File: src/rtl/fetch_unit.sv
//------------------------------------------------------------------------------
// Module   : fetch_unit (with package fetch_unit_pkg)
// Purpose  : Pipelined instruction fetch. Holds the fetch PC, issues in-order
//            imem read requests (up to MAX_OUTST in flight), buffers returned
//            instructions with their PC in a fetch queue drained by decode,
//            and retargets/flushes on redirect.
// Ports    : clk, rst (async, active-high)
//            imem_req_vld/imem_req_rdy/imem_req  - read request channel
//            imem_rsp_vld/imem_rsp_rdy/imem_rsp  - read response channel
//            redirect_vld/redirect_pc            - fetch retarget
//            instr_vld/instr_rdy/instr/instr_pc  - decode channel
// Revision : 1.0 - initial release
//------------------------------------------------------------------------------
`default_nettype none

package fetch_unit_pkg;
  localparam logic [1:0] MEM_READ = 2'b00;

  typedef struct packed {
    logic [1:0]  mtype;
    logic [31:0] addr;
    logic [1:0]  len;
    logic [31:0] data;
  } mem_pkt_t;
endpackage

module fetch_unit
  import fetch_unit_pkg::*;
#(
  parameter int unsigned     XLEN      = 32,
  parameter logic [XLEN-1:0] RST_PC    = 32'h0000_0000,
  parameter int unsigned     FQ_DEPTH  = 4,
  parameter int unsigned     MAX_OUTST = 2
) (
  input  logic            clk,
  input  logic            rst,
  output logic            imem_req_vld,
  input  logic            imem_req_rdy,
  output mem_pkt_t        imem_req,
  input  logic            imem_rsp_vld,
  output logic            imem_rsp_rdy,
  input  mem_pkt_t        imem_rsp,
  input  logic            redirect_vld,
  input  logic [XLEN-1:0] redirect_pc,
  output logic            instr_vld,
  input  logic            instr_rdy,
  output logic [31:0]     instr,
  output logic [XLEN-1:0] instr_pc
);

  localparam int unsigned OPW = (MAX_OUTST > 1) ? $clog2(MAX_OUTST) : 1;
  localparam int unsigned OCW = $clog2(MAX_OUTST + 1);
  localparam int unsigned QPW = $clog2(FQ_DEPTH);
  localparam int unsigned QCW = $clog2(FQ_DEPTH + 1);

  logic [XLEN-1:0] r_fetch_pc;

  // In-flight PC FIFO: remembers which PC each outstanding response belongs to.
  logic [XLEN-1:0] r_of_pc [MAX_OUTST];
  logic [OPW-1:0]  r_of_wr;
  logic [OPW-1:0]  r_of_rd;
  logic [OCW-1:0]  r_outst;
  logic [OCW-1:0]  r_drop_cnt;

  // Fetch queue of {pc, instr}.
  logic [XLEN-1:0] r_fq_pc    [FQ_DEPTH];
  logic [31:0]     r_fq_instr [FQ_DEPTH];
  logic [QPW-1:0]  r_fq_wr;
  logic [QPW-1:0]  r_fq_rd;
  logic [QCW-1:0]  r_occ;

  logic            w_credit;
  logic            w_req_hs;
  logic            w_rsp_hs;
  logic            w_fq_push;
  logic            w_dec_hs;
  logic [OCW-1:0]  w_outst_nxt;
  logic            w_unused_bits;

  function automatic logic [OPW-1:0] of_inc(input logic [OPW-1:0] p);
    return (32'(p) == MAX_OUTST - 1) ? '0 : p + 1'b1;
  endfunction

  // Every in-flight request owns a queue slot, so a response always has room
  // and the response channel never needs back-pressure.
  assign w_credit     = (32'(r_occ) + 32'(r_outst)) < FQ_DEPTH;
  assign imem_req_vld = !rst && !redirect_vld && (32'(r_outst) < MAX_OUTST) && w_credit;
  assign imem_rsp_rdy = !rst;
  assign w_req_hs     = imem_req_vld && imem_req_rdy;
  // A response with nothing outstanding is a protocol violation; ignore it.
  assign w_rsp_hs     = imem_rsp_vld && imem_rsp_rdy && (r_outst != '0);
  // Responses owed to pre-redirect requests (or arriving during a redirect)
  // are discarded instead of queued.
  assign w_fq_push    = w_rsp_hs && !redirect_vld && (r_drop_cnt == '0);
  assign instr_vld    = (r_occ != '0) && !redirect_vld;
  assign w_dec_hs     = instr_vld && instr_rdy;
  assign w_outst_nxt  = r_outst + OCW'(w_req_hs) - OCW'(w_rsp_hs);

  assign instr        = r_fq_instr[r_fq_rd];
  assign instr_pc     = r_fq_pc[r_fq_rd];

  always_comb begin
    imem_req       = '0;
    imem_req.mtype = MEM_READ;
    imem_req.addr  = 32'(r_fetch_pc);
    imem_req.len   = 2'b00;
  end

  assign w_unused_bits = &{1'b0, imem_rsp.mtype, imem_rsp.addr, imem_rsp.len, redirect_pc[1:0]};

  always_ff @(posedge clk or posedge rst) begin
    if (rst) begin
      r_fetch_pc <= RST_PC;
      r_of_wr    <= '0;
      r_of_rd    <= '0;
      r_outst    <= '0;
      r_drop_cnt <= '0;
      r_fq_wr    <= '0;
      r_fq_rd    <= '0;
      r_occ      <= '0;
    end else begin
      if (w_req_hs) begin
        r_of_wr    <= of_inc(r_of_wr);
        r_fetch_pc <= r_fetch_pc + XLEN'(4);
      end
      if (w_rsp_hs) begin
        r_of_rd <= of_inc(r_of_rd);
      end
      r_outst <= w_outst_nxt;
      if (redirect_vld) begin
        // No request handshakes in a redirect cycle, so this cannot collide
        // with the +4 update above.
        r_fetch_pc <= {redirect_pc[XLEN-1:2], 2'b00};
        r_drop_cnt <= w_outst_nxt;
        r_fq_wr    <= '0;
        r_fq_rd    <= '0;
        r_occ      <= '0;
      end else begin
        if (w_rsp_hs && (r_drop_cnt != '0)) begin
          r_drop_cnt <= r_drop_cnt - OCW'(1);
        end
        if (w_fq_push) begin
          r_fq_wr <= r_fq_wr + QPW'(1);
        end
        if (w_dec_hs) begin
          r_fq_rd <= r_fq_rd + QPW'(1);
        end
        r_occ <= r_occ + QCW'(w_fq_push) - QCW'(w_dec_hs);
      end
    end
  end

  // Storage arrays need no reset: validity is tracked by the pointers/counts.
  always_ff @(posedge clk) begin
    if (w_req_hs) begin
      r_of_pc[r_of_wr] <= r_fetch_pc;
    end
    if (w_fq_push) begin
      r_fq_pc[r_fq_wr]    <= r_of_pc[r_of_rd];
      r_fq_instr[r_fq_wr] <= imem_rsp.data;
    end
  end

endmodule

`default_nettype wire

File: config.mk
export PLATFORM = sky130hd
export DESIGN_NAME = fetch_unit
export DESIGN_NICKNAME = d
export VERILOG_FILES = /design/src/rtl/fetch_unit.sv
export SDC_FILE = /design/constraint.sdc
export NUM_CORES = 1
export LEC_CHECK = 0
export CAP_MARGIN = 10
export CORE_MARGIN = 3
export CORE_UTILIZATION = 55
export CTS_BUF_LIST = sky130_fd_sc_hd__clkbuf_8
export DETAILED_ROUTE_END_ITERATION = 16
export HOLD_SLACK_MARGIN = 0.06
export PLACE_DENSITY = 0.84
export SETUP_SLACK_MARGIN = 0.5
export SYNTH_ARGS = -nofsm -noshare
export SYNTH_HDL_FRONTEND = slang
export SYNTH_SLANG_ARGS = --single-unit
File: constraint.sdc
create_clock -name clk -period 6.3 [get_ports clk]
set_input_delay 1.26 -clock clk [delete_from_list [all_inputs] [get_ports clk]]
set_output_delay 1.26 -clock clk [all_outputs]
set_load 0.01 [all_outputs]
# ---- Word level (Yosys, flattened, before mapping)
# Memories as Yosys holds them, arrays and structs flattened.
# Index checks and enable logic that the tools add are counted.
# Widths: inputs -> output; s select.
dict set report classes {
  n_addsub 11
  n_lt_le_gt_ge 2
  mux 15
  reduce_logical 21
}
# cell count
set ops {}
lappend ops {{$mux 32} 2}
lappend ops {{$add 32x3->32 const B} 1}
lappend ops {{$mux 2} 6}
lappend ops {{$reduce_bool 2->1} 6}
lappend ops {{$logic_and 1x1->1} 11}
lappend ops {{$mux 1} 6}
lappend ops {{$add 2x1->2 const B} 2}
lappend ops {{$add 3x2->4} 1}
lappend ops {{$lt 4x3->1 const B} 1}
lappend ops {{$add 3x1->3} 1}
lappend ops {{$mux 3} 1}
lappend ops {{$reduce_bool 3->1} 1}
lappend ops {{$sub 3x1->3} 1}
lappend ops {{$add 1x1->1 const B} 2}
lappend ops {{$add 2x1->2} 1}
lappend ops {{$logic_not 1->1} 2}
lappend ops {{$logic_not 2->1} 1}
lappend ops {{$lt 2x2->1 const B} 1}
lappend ops {{$sub 2x1->2} 1}
lappend ops {{$sub 2x1->2 const B} 1}
dict set report word_totals {
  ff_bits 45
  ram_bits 320
  in_bits 106
  out_inout_bits 135
  word_cells 60
  memories 3
}
# name words word_bits read_ports rd_clocked_by_memory_dff wr line
set memory_table {}
lappend memory_table {r_fq_instr 4 32 1 0 1 67} ;# logic [31:0] r_fq_instr [FQ_DEPTH];
lappend memory_table {r_fq_pc 4 32 1 0 1 66} ;# logic [XLEN-1:0] r_fq_pc [FQ_DEPTH];
lappend memory_table {r_of_pc 2 32 1 0 1 59} ;# logic [XLEN-1:0] r_of_pc [MAX_OUTST];

# ---- Logic depth before layout (Yosys ltp)
dict set report logic_depth {
  word_depth 8
  depth_mapped 13
  depth_no_buf 13
}

# ---- Least setup slack after synthesis
# Ideal clock, no wire load.
dict set report synth_timing {
  path_type {input -> register}
  startpoint {input port rst}
  endpoint {memory r_fq_instr[0][0], enable pin}
  setup_time_ns 0.427
  t_arrival_ns 4.498
  t_required_ns 5.873
  path_slack_ns 1.375
  stages 6
  path_buffers 0
  cell_sequence {inv_1 -> o211ai_1 -> inv_1 -> nand2_1 -> nor2_1 -> and2_1}
}
dict set report synth_via {
  elab_chain_len 7
}
# element line
set synth_lines {}
lappend synth_lines {{from (decl)} 36} ;# input logic rst,
lappend synth_lines {{$logic_not 1->1 (no line)} --}
lappend synth_lines {{$logic_and 1x1->1 (2 in a row)} 91} ;# assign w_rsp_hs = imem_rsp_vld && imem_rsp_rdy && (r_outst != '0);
lappend synth_lines {{named net w_rsp_hs} 74} ;# logic w_rsp_hs;
lappend synth_lines {{$logic_and 1x1->1 (2 in a row)} 94} ;# assign w_fq_push = w_rsp_hs && !redirect_vld && (r_drop_cnt == '0);
lappend synth_lines {{$mux 1} 158} ;# if (w_fq_push) begin
lappend synth_lines {{$mux 1 (not written as such)} 160} ;# r_fq_instr[r_fq_wr] <= imem_rsp.data;
lappend synth_lines {{to (decl)} 67}
# The timed path passes the listed nets, and every way through them passes these cells.

# ---- Worst setup path in the final report
dict set report layout_timing {
  startpoint {register r_fq_rd[0]}
  endpoint {output port instr[15]}
}
dict set report layout_via {
  elab_chain_len 1
}
# element line
set layout_lines {}
lappend layout_lines {{from (decl)} 69} ;# logic [QPW-1:0] r_fq_rd;
lappend layout_lines {{from (signal assigned)} 146} ;# r_fq_rd <= r_fq_rd + QPW'(1);
lappend layout_lines {{$mem_v2 4x32} --}
lappend layout_lines {{to (decl)} 47} ;# output logic [31:0] instr,
# No other way between the ends.

==> flow_results.xml <==
<?xml version="1.0" encoding="UTF-8"?>
<metrics>
  <group name="clocking">
    <metric name="tritoncts" unit="">done</metric>
    <metric name="clock-sinks" unit="">351</metric>
    <metric name="postCtsSetupBuffers" unit="">0</metric>
    <metric name="cts_inserted_buffers" unit="">54</metric>
    <metric name="clk_pin_slew_worst_setup_hold_paths" unit="ns">0.06</metric>
    <metric name="htree_num_levels" unit="">2</metric>
    <metric name="insertion_delay" unit="ns">0.57</metric>
    <metric name="clk_path_buf_depth" unit="">3</metric>
    <metric name="cts_resized" unit="">0</metric>
    <metric name="clock-root-buffer" unit="">clkbuf_8</metric>
    <metric name="cts_hold_buf" unit="">0</metric>
  </group>
  <group name="pwr">
    <metric name="design_power_total" unit="mW">5.656</metric>
    <metric name="irDropWorstVdd" unit="mV">0.2132</metric>
    <metric name="power_density_over_the_cells" unit="nW/um^2">336.5</metric>
    <metric name="power_leakage" unit="nW">5.726</metric>
  </group>
  <group name="placement">
    <metric name="io_buffer_count" unit="">162</metric>
    <metric name="placed_cells" unit="">1208</metric>
    <metric name="dp_hpwl" unit="mm">16.05</metric>
    <metric name="gp_congestion" unit="">0.8514</metric>
    <metric name="area_post_placement" unit="sq um">15820</metric>
  </group>
  <group name="layout">
    <metric name="final_nets" unit="">1058</metric>
    <metric name="fraction_of_layout_instances_using_a_drive_strength_above_1" unit="%">19.37</metric>
    <metric name="finalInstanceArea" unit="sq um">16810</metric>
    <metric name="antenna_cells" unit="">0</metric>
    <metric name="filler_cell_count" unit="">1595</metric>
    <metric name="area_taken_by_flip_flops_and_latches" unit="sq um">10330</metric>
    <metric name="flow.area_growth_from_synthesis" unit="%">20.06</metric>
    <metric name="multi_input_comb_area" unit="sq um">3317</metric>
    <metric name="fin_cells" unit="">1305</metric>
  </group>
  <group name="critical_path">
    <metric name="critPathArrivalTime" unit="ns">3.23</metric>
    <metric name="category_of_the_critical_setup_timing_path" unit="">register to output port</metric>
    <metric name="startpoint_type" unit="">register</metric>
    <metric name="setup.worst_path.end_class" unit="">output port</metric>
    <metric name="cp.required" unit="ns">5.04</metric>
    <metric name="path_max_fanout" unit="">40</metric>
  </group>
  <group name="timing">
    <metric name="fin_tns_setup" unit="ns">0</metric>
    <metric name="unrepaired_setup_endpoints_after_global_routing" unit="">false</metric>
    <metric name="maxClockFrequency" unit="MHz">222.8</metric>
    <metric name="slew_headroom" unit="%">34.01</metric>
    <metric name="post_route_skew" unit="ns">0.01358</metric>
    <metric name="period_utilization" unit="%">71.25</metric>
    <metric name="period_needed" unit="ns">4.489</metric>
    <metric name="timing_max_transition_violations_final" unit="">0</metric>
    <metric name="worst_slew_pin_slew" unit="ns">0.9899</metric>
    <metric name="hold_viol" unit="">0</metric>
    <metric name="setup_viol_count_final" unit="">0</metric>
  </group>
  <group name="synth">
    <metric name="ys_seq_elements" unit="">351</metric>
    <metric name="post_synthesis_async_set_or_reset_flop_share" unit="%">12.25</metric>
    <metric name="synth_top_area_share" unit="%">66.07</metric>
    <metric name="yosysMostFrequentCell" unit="">edfxtp_1</metric>
    <metric name="synthesis.instances" unit="">745</metric>
    <metric name="synth_cell_type_count" unit="">51</metric>
    <metric name="syn_area_per_cell" unit="sq um">18.79</metric>
    <metric name="netlist_area" unit="sq um">14000</metric>
    <metric name="number_of_enable_type_register_cells_in_the_synthesized_netlist" unit="">308</metric>
    <metric name="synth_area_leader_cell" unit="">edfxtp_1</metric>
    <metric name="postSynth.topFlopCell" unit="">edfxtp_1</metric>
    <metric name="synth-warning-count" unit="">0</metric>
    <metric name="ys_top_cells_by_count" unit="">308 x edfxtp_1, 62 x mux4_2, 43 x dfrtp_1</metric>
    <metric name="synth.yosys.seq_area_share" unit="%">73.76</metric>
    <metric name="netlist_top_cells_area" unit="">edfxtp_1 66%, mux4_2 10%, dfrtp_1 7.7%</metric>
  </group>
  <group name="route">
    <metric name="drt-initial-drc-count" unit="">626</metric>
    <metric name="via_per_inst" unit="">5.717</metric>
    <metric name="per_cell_routed_wire_length" unit="microns">20.57</metric>
    <metric name="routed_wl" unit="mm">26.85</metric>
    <metric name="drt_drc_violations_left" unit="">0</metric>
    <metric name="drt_pass1_iterations" unit="">7</metric>
    <metric name="number_of_routed_nets_with_antenna_violations" unit="">0</metric>
    <metric name="total_number_of_vias" unit="">7461</metric>
  </group>
  <group name="global_routing">
    <metric name="grt_pass1_vias" unit="">7797</metric>
    <metric name="remaining_global_route_overflow" unit="">0</metric>
    <metric name="grt_pass1_wl" unit="mm">42.32</metric>
    <metric name="grt_usage" unit="%">20.13</metric>
    <metric name="grt_antenna_before_repair" unit="">0</metric>
    <metric name="grt_max_degree" unit="">64</metric>
  </group>
  <group name="floorplan">
    <metric name="fp.dieW" unit="microns">165.5</metric>
    <metric name="design.die.area" unit="sq um">27400</metric>
    <metric name="io_pins" unit="">241</metric>
    <metric name="fp.coreArea" unit="sq um">24680</metric>
    <metric name="floorplan.rows" unit="">57</metric>
    <metric name="start_util" unit="%">56.73</metric>
    <metric name="chipHeight" unit="microns">165.5</metric>
  </group>
  <group name="worst_hold_path">
    <metric name="min_delay_path_class" unit="">register to register</metric>
  </group>
  <group name="run_status">
    <metric name="status" unit="">finished, final reports clean</metric>
  </group>
  <group name="flow_run">
    <metric name="max_cap_viol_count" unit="">0</metric>
  </group>
</metrics>
final timing paths:
path                             endpoint  cells after the start  startpoint  slack (ns)
max in group asynchronous      r_fq_rd[1]                      3         rst        4.43
hold reg to reg                   r_of_wr                      1     r_of_wr        0.51
setup / recovery                instr[15]                      3  r_fq_rd[0]        1.81
hold / removal                    r_of_wr                      1     r_of_wr        0.51
min in group asynchronous  r_fetch_pc[18]                      2         rst        1.08
setup reg to reg                 r_occ[2]                     12  r_outst[1]        3.75
metal layers:
layer / wire length [microns] / global-route usage (%) / up-vias
met5: 0 / 0 / -
li1: - / - / 3291
met1: 11020 / 28.14 / 3726
met2: 12790 / 32.13 / 390
met4: 519 / 5.671 / 0
met3: 2512 / 4.939 / 54
stage by stage:
step                      setup slack (ns)  util (%)  hold WS [ns]
after floorplan                      1.375         -        0.4592
after global placement               1.905     64.11        0.4911
after detailed placement             1.805     64.11        0.4998
after CTS                            1.668     68.11        0.5081
after global routing                 1.536     68.11        0.5455
final                                1.811     68.11        0.5050
worst max-delay path: stages (launching register included):
cell and delay, ns:
dfrtp_4 0.98, buf_4 0.56, mux4_2 0.59, clkdlybuf4s50_1 0.50
layout by cell type (no fill, tap or decap), drive strengths merged, types with 13 or more instances in the layout:
cell             n
clkinv          16
inv             39
nor2            21
conb            40
nand2           35
mux4            62
dfrtp           43
edfxtp         308
mux2            32
clkbuf          60
o21ai           16
clkdlybuf4s50  162
nand3           17
nand4           13
layout make-up:
cell class | instances | area share [%]
Multi-Input combinational cell | 343 | 19.74
Tap cell | 324 | 2.412
Inverter | 18 | 0.4020
Timing Repair Buffer | 172 | 10.10
Clock buffer | 60 | 4.914
Clock inverter | 37 | 0.9604
Sequential cell | 351 | 61.48
flip-flops by register name, summed over array words and instances (netlist names):
name        cells
r_drop_cnt      2
r_fetch_pc     30
r_fq_instr    128
r_fq_pc       120
r_fq_rd         2
r_fq_wr         2
r_occ           3
r_of_pc        60
r_of_rd         1
r_of_wr         1
r_outst         2
kinds of logic after synthesis:
group / after synthesis / synth area share [%]
AO/OA/AOI/OAI: 62 / 3.182
buffers and inverters: 90 / 3.682
AND/OR/NAND/NOR: 124 / 4.970
XOR/XNOR: 9 / 0.5631
multiplexers: 96 / 12.69
flip-flops: 351 / 73.76
other: 1 / 0.02679
adder cells (fa/ha/maj): 12 / 1.126
power by group:
group	switching [mW]	internal [mW]	leakage (nW)
sequential	0.175	2.72	3.31
clock	0.819	0.874	0.591
combinational	0.457	0.611	1.83
Note: power is estimated with default switching activity, not from simulation.
